### config.mk
export PLATFORM = sky130hd
export DESIGN_NAME = mem_stage
export DESIGN_NICKNAME = d
export VERILOG_FILES = /design/src/rtl/mem_stage.sv
export SDC_FILE = /design/constraint.sdc
export NUM_CORES = 1
export LEC_CHECK = 0
export CORE_MARGIN = 1
export CORE_UTILIZATION = 35
export DETAILED_ROUTE_END_ITERATION = 8
export PLACE_DENSITY = 0.78
export SYNTH_ARGS = -nofsm -noshare
export SYNTH_HDL_FRONTEND = slang
export SYNTH_SLANG_ARGS = --single-unit
### constraint.sdc
create_clock -name clk -period 2.5 [get_ports clk]
set_input_delay 0.375 -clock clk [delete_from_list [all_inputs] [get_ports clk]]
set_output_delay 0.375 -clock clk [all_outputs]
set_load 0.03 [all_outputs]
### src/rtl/mem_stage.sv
// ----------------------------------------------------------------------------
// mem_stage
//
// Memory-access pipeline stage sitting directly after the execute stage.
// Non-memory instructions pass straight through to write-back in the same
// cycle. Loads and stores are serialised one byte per cycle over a byte-wide
// RAM port, little-endian, starting at the effective address and wrapping
// at ADDR_WIDTH bits. While an access is in flight stallreq_o holds the
// upstream pipeline, which keeps the instruction inputs stable.
//
// Parameters
//   ADDR_WIDTH  width of the RAM byte address (mem_a_o)
//
// Ports
//   clk         rising-edge clock
//   rst         asynchronous active-high reset
//   op_i        opcode from execute (LOAD 7'b0000011, STORE 7'b0100011)
//   funct3_i    [1:0] size: 00 byte, 01 half, else word; [2] zero-extend
//   mem_addr_i  effective byte address
//   reg_i       store data, sent least-significant byte first
//   wd_i        destination register address
//   wreg_i      write-back enable
//   wdata_i     execute-stage result
//   mem_din_i   RAM read data, valid one cycle after the address
//   mem_a_o     RAM byte address
//   mem_dout_o  RAM write data
//   mem_wr_o    RAM write strobe (1 = write, 0 = read)
//   stallreq_o  stall request to the upstream pipeline
//   wd_o        write-back register address
//   wreg_o      write-back enable
//   wdata_o     write-back data
//
// Cycle budget: a load stalls for N+2 cycles (request, N address cycles,
// one cycle to catch the last returning byte), a store for N+1 cycles;
// both then spend one DONE cycle presenting the result to write-back.
// ----------------------------------------------------------------------------
module mem_stage #(
   parameter int ADDR_WIDTH = 17
) (
   input  logic                  clk,
   input  logic                  rst,
   input  logic [6:0]            op_i,
   input  logic [2:0]            funct3_i,
   input  logic [31:0]           mem_addr_i,
   input  logic [31:0]           reg_i,
   input  logic [4:0]            wd_i,
   input  logic                  wreg_i,
   input  logic [31:0]           wdata_i,
   input  logic [7:0]            mem_din_i,
   output logic [ADDR_WIDTH-1:0] mem_a_o,
   output logic [7:0]            mem_dout_o,
   output logic                  mem_wr_o,
   output logic                  stallreq_o,
   output logic [4:0]            wd_o,
   output logic                  wreg_o,
   output logic [31:0]           wdata_o
);

   localparam logic [6:0] OP_LOAD  = 7'b0000011;
   localparam logic [6:0] OP_STORE = 7'b0100011;

   typedef enum logic [1:0] {
      ST_IDLE  = 2'd0,
      ST_BUSY  = 2'd1,
      ST_FINAL = 2'd2,
      ST_DONE  = 2'd3
   } state_t;

   // Index of the last byte of the access (N-1) for the given size code.
   function automatic logic [1:0] last_byte_idx(input logic [1:0] size);
      logic [1:0] idx;
      case (size)
         2'b00:   idx = 2'd0;
         2'b01:   idx = 2'd1;
         default: idx = 2'd3;
      endcase
      return idx;
   endfunction

   // Sign- or zero-extend the assembled load bytes from 8N bits to 32.
   function automatic logic [31:0] load_extend(input logic [31:0] raw,
                                               input logic [2:0]  f3);
      logic [31:0] res;
      case (f3[1:0])
         2'b00: begin
            if (f3[2]) begin
               res = {24'h000000, raw[7:0]};
            end else begin
               res = {{24{raw[7]}}, raw[7:0]};
            end
         end
         2'b01: begin
            if (f3[2]) begin
               res = {16'h0000, raw[15:0]};
            end else begin
               res = {{16{raw[15]}}, raw[15:0]};
            end
         end
         default: res = raw;
      endcase
      return res;
   endfunction

   state_t                 state_r;
   logic [1:0]             cnt_r;
   logic [31:0]            buf_r;

   logic                   is_load_s;
   logic                   is_store_s;
   logic                   is_mem_s;
   logic [1:0]             last_idx_s;
   logic [1:0]             prev_idx_s;
   logic [ADDR_WIDTH-1:0]  base_addr_s;
   logic                   unused_addr_bits_s;

   assign is_load_s   = (op_i == OP_LOAD);
   assign is_store_s  = (op_i == OP_STORE);
   assign is_mem_s    = is_load_s | is_store_s;
   assign last_idx_s  = last_byte_idx(funct3_i[1:0]);
   // Byte slot for data returning now: it was addressed one cycle ago.
   assign prev_idx_s  = cnt_r - 2'd1;
   // Upper address bits beyond the RAM port are dropped, so accesses wrap.
   assign base_addr_s = mem_addr_i[ADDR_WIDTH-1:0];
   assign unused_addr_bits_s = ^mem_addr_i[31:ADDR_WIDTH];

   // Access sequencer: state, byte counter and load assembly buffer.
   always_ff @(posedge clk or posedge rst) begin
      if (rst) begin
         state_r <= ST_IDLE;
         cnt_r   <= 2'd0;
         buf_r   <= 32'h0000_0000;
      end else begin
         case (state_r)
            ST_IDLE: begin
               cnt_r <= 2'd0;
               if (is_mem_s) begin
                  state_r <= ST_BUSY;
               end else begin
                  state_r <= ST_IDLE;
               end
            end
            ST_BUSY: begin
               // Byte 0 has not returned yet on the first address cycle.
               if (is_load_s && (cnt_r != 2'd0)) begin
                  buf_r[{prev_idx_s, 3'b000} +: 8] <= mem_din_i;
               end
               if (cnt_r == last_idx_s) begin
                  cnt_r   <= 2'd0;
                  state_r <= is_load_s ? ST_FINAL : ST_DONE;
               end else begin
                  cnt_r   <= cnt_r + 2'd1;
                  state_r <= ST_BUSY;
               end
            end
            ST_FINAL: begin
               // Catch the byte addressed in the last BUSY cycle.
               buf_r[{last_idx_s, 3'b000} +: 8] <= mem_din_i;
               state_r <= ST_DONE;
            end
            ST_DONE: begin
               // The pipeline advances on this edge; never restart.
               state_r <= ST_IDLE;
            end
            default: begin
               state_r <= ST_IDLE;
               cnt_r   <= 2'd0;
            end
         endcase
      end
   end

   // Output decode; reset forces every output to its idle value at once.
   always_comb begin
      mem_a_o    = '0;
      mem_dout_o = 8'h00;
      mem_wr_o   = 1'b0;
      stallreq_o = 1'b0;
      wd_o       = 5'd0;
      wreg_o     = 1'b0;
      wdata_o    = 32'h0000_0000;
      if (rst) begin
         mem_wr_o   = 1'b0;
         stallreq_o = 1'b0;
      end else begin
         case (state_r)
            ST_IDLE: begin
               if (is_mem_s) begin
                  stallreq_o = 1'b1;
               end else begin
                  wd_o    = wd_i;
                  wreg_o  = wreg_i;
                  wdata_o = wdata_i;
               end
            end
            ST_BUSY: begin
               stallreq_o = 1'b1;
               mem_a_o    = base_addr_s + {{(ADDR_WIDTH-2){1'b0}}, cnt_r};
               if (is_store_s) begin
                  mem_wr_o   = 1'b1;
                  mem_dout_o = reg_i[{cnt_r, 3'b000} +: 8];
               end else begin
                  mem_wr_o   = 1'b0;
               end
            end
            ST_FINAL: begin
               stallreq_o = 1'b1;
            end
            ST_DONE: begin
               wd_o   = wd_i;
               wreg_o = wreg_i;
               if (is_load_s) begin
                  wdata_o = load_extend(buf_r, funct3_i);
               end else begin
                  wdata_o = wdata_i;
               end
            end
            default: begin
               stallreq_o = 1'b0;
            end
         endcase
      end
   end

endmodule

==> impl_metrics.toml, run 1 <==
[status]
status = "complete, no violations"

[timing]
fin_worst_skew_ns = 0.005228
worstMarginPinSlew_ns = 0.4748
hold_violations = 0
max_freq_mhz = 405.1
setup_viol = 0
slew_violations = 0
period_minus_slack_ns = 2.468
fin_crit_sh = 0.9873
timing.max_slew.rel_slack = 0.6835

[min_path]
hold_class = "reg -> reg"
min_to = "buf_r[14]"
hp-start = "buf_r[14]"
holdPathStages = 1

[die]
rows = 34
die_h_um = 97.54
die_x_um = 97.54
coreArea_um2 = 8763
io_pins = 187
dieArea_um2 = 9513
start_util = 0.3645

[clock_tree]
clk_pin_slew_worst_paths_ns = 0.07
cts_made_buffers = 5
cts.sinks = 36
clk_path_buf_depth = 2
cts_max_level = 2
insertion_delay_ns = 0.29
cts_root_buf = "clkbuf_8"
cts_tree = "yes"

[yosys]
synthArstFlopShare = 1.000
seq_area_frac_synth = 0.2820
synth_edf_count = 0
yosysWarningCount = 0
ys.flop_type = "dfrtp_1"
synth_seq_cells = 36
netlist_area_um2 = 3194
syn-num-nets = 470
synth_area_per_cell_um2 = 9.507
postSynthCellCount = 336
synth_cell_type_count = 60

[placed_design]
io_buffers = 171
placed_cells = 646
gp_congestion = 0.8580
hpwl_um = 8617

[route]
vias_per_cell = 5.465
wl_per_cell_um = 17.07
routed_wl_um = 11350
route.vias.total = 3634
drt-initial-drc-count = 153
drc = 0
antenna_left = 0
first_pass_iters = 4

[global_routing]
antenna_found_initial = 0
grt_use_total = 0.2207
grt_pass1_vias = 3576
grt_pass1_wl_um = 17260
grt_max_degree = 37
grt_overflow = 0

[critical_path]
crit_chain = "ha_2 -> buf_6 -> fa_2 -> nand2_4 -> buf_6 -> or3_1 -> a21oi_2 -> buf_4"
slowest_stage = "dfrtp_1"
r2r_cells = 7
crit_family = "adder cells"
required_ns = 2.12
critical_path_class = "reg -> out"
critPathLaunchType = "register"
timing.rr.end = "buf_r[27]"
critPathArrivalTime_ns = 2.09
endpoint_kind = "output pin"
cp_num_buf_inv = 3
r2r_start = "cnt_r[0]"
worst-r2r-setup-slack_ns = 0.17
crit_top_cell = "buf_6"
critical_path.max_stage_delay_ns = 0.38
cp_max_fo = 4

[layout]
multi_input_area_um2 = 2310
nNetsFinal = 690
area_delta_synth_final_pct = 78.07
instances_no_fill = 665
drive_gt1_frac = 0.3609
seq_area_um2 = 900.9
fillers = 685
antennaDiodeCount = 0

[power]
vdd_drop_max_mv = 0.3262
pwr_density_cell_nw_per_um2 = 647.1
p_total_w = 0.003680
power_leakage_nw = 2.683

[run]
drv_cap = 0
## cells in the final DEF (no fill, tap or decap), types with 4 or more instances in the layout
master / Yosys / routed
buf_6: 6 / 21
mux2i_1: 14 / 14
a22o_4: 0 / 8
mux2_2: 6 / 6
clkdlybuf4s50_1: 0 / 92
o2bb2ai_1: 21 / 16
nand4_1: 12 / 12
dfrtp_1: 36 / 36
mux4_2: 8 / 8
nor2_1: 16 / 15
clkbuf_8: 0 / 5
dlymetal6s2s_1: 0 / 9
a22o_1: 6 / 6
nor2b_1: 11 / 11
and2_1: 8 / 8
buf_4: 1 / 94
o2bb2ai_2: 0 / 5
a32o_1: 5 / 5
dlygate4sd2_1: 0 / 11
a21oi_1: 32 / 31
ha_1: 11 / 9
o21ai_0: 4 / 4
nor3_1: 7 / 6
xnor2_1: 8 / 8
nand2_1: 20 / 19
a21bo_2: 9 / 9
inv_1: 21 / 19
## cells in the mapped netlist, drive strengths merged (3+ instances only)
library cell	instances	share of area
dfrtp	36	0.28
a21oi	32	0.050
inv	21	0.025
o2bb2ai	21	0.058
nand2	20	0.024
nor2	16	0.019
buf	15	0.035
a22o	14	0.042
mux2i	14	0.044
nand4	13	0.027
ha	11	0.043
nor2b	11	0.022
a21bo	9	0.028
and2	9	0.018
mux2	8	0.031
mux4	8	0.056
nor3	8	0.014
xnor2	8	0.022
clkbuf	6	0.0074
a32o	5	0.016
nand3	5	0.0078
o21ai	5	0.0078
nor4	4	0.014
a31o	3	0.0082
and3	3	0.0074
o31ai	3	0.0071
or3	3	0.0059
## what timing repair did
item / 4_1_cts / 5_1_grt
cloned: 0 / 2
gates resized for setup: 47 / 39
pin swaps: 11 / 13
setup buffers: 2 / 8
endpoints found under the setup margin: 46 / 53
hold buffers: 0 / 0
## logic make-up after synthesis
family | after synthesis | share of synthesized area
AO/OA/AOI/OAI | 104 | 0.2468
AND/OR/NAND/NOR | 103 | 0.1990
buffers and inverters | 42 | 0.06737
flip-flops | 36 | 0.2820
multiplexers | 30 | 0.1308
adder cells (fa/ha/maj) | 12 | 0.04935
XOR/XNOR | 9 | 0.02468
## stage by stage
stage	hold WS (ns)	setup TNS, ns	utilization	area (um^2)	setup slack [ns]
2_1_floorplan	0.3326	0	-	3198	0.01509
3_3_place_gp	0.4718	-6.123	0.5931	5197	-0.3079
3_5_place_dp	0.4829	-7.139	0.5931	5197	-0.3628
4_1_cts	0.4981	-1.300	0.6188	5423	-0.07655
5_1_grt	0.5087	-0.1677	0.6491	5688	-0.02828
6_report	0.4977	0	0.6491	5688	0.03166
## worst max path at each step
stage                             start           to  slack [ns]  cells after the start
final                          cnt_r[0]   mem_a_o[6]        0.03                      8
after global routing           register  wdata_o[19]       -0.03                      8
after CTS                      register  wdata_o[11]       -0.08                      7
after detailed placement  mem_addr_i[1]  mem_a_o[13]       -0.36                      8
after global placement    mem_addr_i[1]  mem_a_o[13]       -0.31                      8
after floorplan                cnt_r[1]    buf_r[25]        0.02                      9
## area by class of cell
type / instances / area share
clock buffer: 5 / 0.01210
clock inverter: 3 / 0.007479
inverter: 21 / 0.01452
multi-input combinational: 260 / 0.4061
sequential: 36 / 0.1584
tap: 108 / 0.02376
timing repair buffer: 232 / 0.3777
## metal layers
metal	track usage	routed length, um	up-vias
li1	-	-	1709
met1	0.2723	4632	1782
met2	0.4051	5929	121
met3	0.02158	515	22
met4	0.06222	273	0
met5	0	0	-
## worst register-to-register path, delay by kind of cell, from the launching register on
kind	cells	cell delay, ns
flops	1	0.38
simple gates	2	0.65
fa+ha+maj	1	0.26
buf+inv	2	0.36
compound gates	1	0.21
mux	1	0.35
## state kept, by name, summed over array words and instances, names as in the netlist, named ones only
signal	cells
buf_r	32
cnt_r	2
state_r	1
## power breakdown
group	leakage [nW]	switching (W)	internal (W)
registers	0.443	0.0000983	0.000714
clock network	0.0541	0.000218	0.000295
logic	2.19	0.00118	0.00117
(Power assumes the default switching activity.)
==> inputs of run 2 (changes only) <==
CORE_ASPECT_RATIO = 2   (was unset)
==> impl_metrics.toml, run 2 (synthesized netlist as in run 1, its figures left out) <==
[route]
wl_per_cell_um = 17.17
dr_wl_met2_um = 6598
routed_wl_um = 11090
dr_wl_met3_um = 562
highest_layer = "met4"
drc = 0
antenna_left = 0
drt-initial-drc-count = 127
wl_met1_um = 3649
first_pass_iters = 4
route.vias.total = 3549
vias_per_cell = 5.494

[critical_path]
cp_max_fo = 4
critPathArrivalTime_ns = 2.05
critPathLaunchType = "input port"
critical_path_class = "in -> out"
required_ns = 2.12
endpoint_kind = "output pin"

[power]
vdd_drop_max_mv = 0.6048
power_leakage_nw = 2.597
swShare = 0.3953
pwr_density_cell_nw_per_um2 = 674.2
intPower_w = 0.002298
seq_power_share = 0.216
switchingPower_w = 0.001502
pwr-share-comb = 0.621
pwr-share-clk = 0.163

[layout]
drive_gt1_frac = 0.3456
nNetsFinal = 677
instances_no_fill = 646
fin_area_um2 = 5635
reg.largest.list = "buf_r x32, cnt_r x2, state_r x1"
regMostFlops = "buf_r"
fillers = 744
area_delta_synth_final_pct = 76.42
layout_commonest_cell = "clkdlybuf4s50_1"
final_cell_mix = "clkdlybuf4s50_1 (96), buf_4 (89), dfrtp_1 (35)"
antennaDiodeCount = 0
final_util = 0.6296
seq_area_um2 = 902.1
largest_register_ff_count = 32
multi_input_area_um2 = 2275

[timing]
period_minus_slack_ns = 2.421
slew_violations = 0
hold_violations = 0
setup_viol = 0
fin_crit_sh = 0.9685
timing.max_slew.rel_slack = 0.5956
max_freq_mhz = 413.0
fin_worst_skew_ns = 0.003351
rsz0062_at_grt = "yes"
worstMarginPinSlew_ns = 0.6047

[global_routing]
grt_use_total = 0.2269
grt_pass1_vias = 3625
grt_max_degree = 37
grt_pass1_wl_um = 17150
antenna_found_initial = 0
grt_overflow = 0

[clock_tree]
cts_max_level = 2
cts_root_buf = "clkbuf_16"
ctsHoldBuffers = 0
insertion_delay_ns = 0.27
cts_tree = "yes"
cts_made_buffers = 5
clk_path_buf_depth = 2
cts.sinks = 36
clk_pin_slew_worst_paths_ns = 0.05

[placed_design]
hpwl_um = 8780
gp_congestion = 0.9326
io_buffers = 171
placed_area_um2 = 5202
placed_cells = 629

[die]
coreArea_um2 = 8951
die_x_um = 69.55
start_util = 0.3569
rows = 49
die_h_um = 137.1
io_pins = 187
dieArea_um2 = 9536

[run]
drv_cap = 0

[min_path]
hold_class = "reg -> reg"

[status]
status = "complete, no violations"
==> run 2: layout make-up <==
type | instances | area share
inverters | 21 | 0.01465
repair buffers | 221 | 0.3730
multi-input cells | 258 | 0.4036
flip-flops and latches | 36 | 0.1601
well taps | 102 | 0.02265
clock buffers | 8 | 0.02598
==> run 2: timing repair <==
item,CTS,global route
buffers inserted,4,5
cloned,0,0
pin swaps,7,5
endpoints found under the hold margin,0,0
setup endpoints to repair,48,37
resized for setup,39,21
==> run 2: final timing paths <==
check	from	to	slack, ns	depth (start not counted)
setup / recovery	mem_addr_i[5]	mem_a_o[13]	0.08	7
hold / removal	buf_r[13]	buf_r[13]	0.49	1
setup reg to reg	cnt_r[0]	buf_r[26]	0.21	8
hold reg to reg	buf_r[13]	buf_r[13]	0.49	1
max in group asynchronous	rst	cnt_r[1]	1.42	4
min in group asynchronous	rst	buf_r[8]	0.73	4
==> run 2: per-stage QoR <==
step	TNS, ns	worst slack, ns	total power [W]	hold WS, ns
CTS	0	0.009929	0.003744	0.4910
global route	-0.06242	-0.03099	0.004008	0.5102
finish	0	0.07877	0.003799	0.4884
detailed placement	-5.376	-0.2320	0.003031	0.4790
floorplan	0	0.01509	0.002068	0.3326
global placement	-4.190	-0.2023	0.002981	0.4751
==> run 2: per-layer routing <==
layer,track usage,vias to the layer above
met5,0,-
met4,0.07710,0
met3,0.02283,21
met2,0.4871,147
met1,0.2119,1708
li1,-,1673
==> run 2: power groups by stage <==
stage	registers, W	clock network (W)	logic, W
floorplan	0.000792	0	0.00128
global placement	0.000819	0	0.00216
detailed placement	0.000824	0	0.00221
CTS	0.000818	0.000627	0.00230
global route	0.000839	0.000655	0.00251
finish	0.000820	0.000619	0.00236
==> run 2: worst max-delay path, cell delays in order <==
cell	delay [ns]
clkdlybuf4s50_1	0.59
nand4_1	0.25
nor4_2	0.22
buf_4	0.17
a21oi_1	0.06
a31o_2	0.22
buf_4	0.16
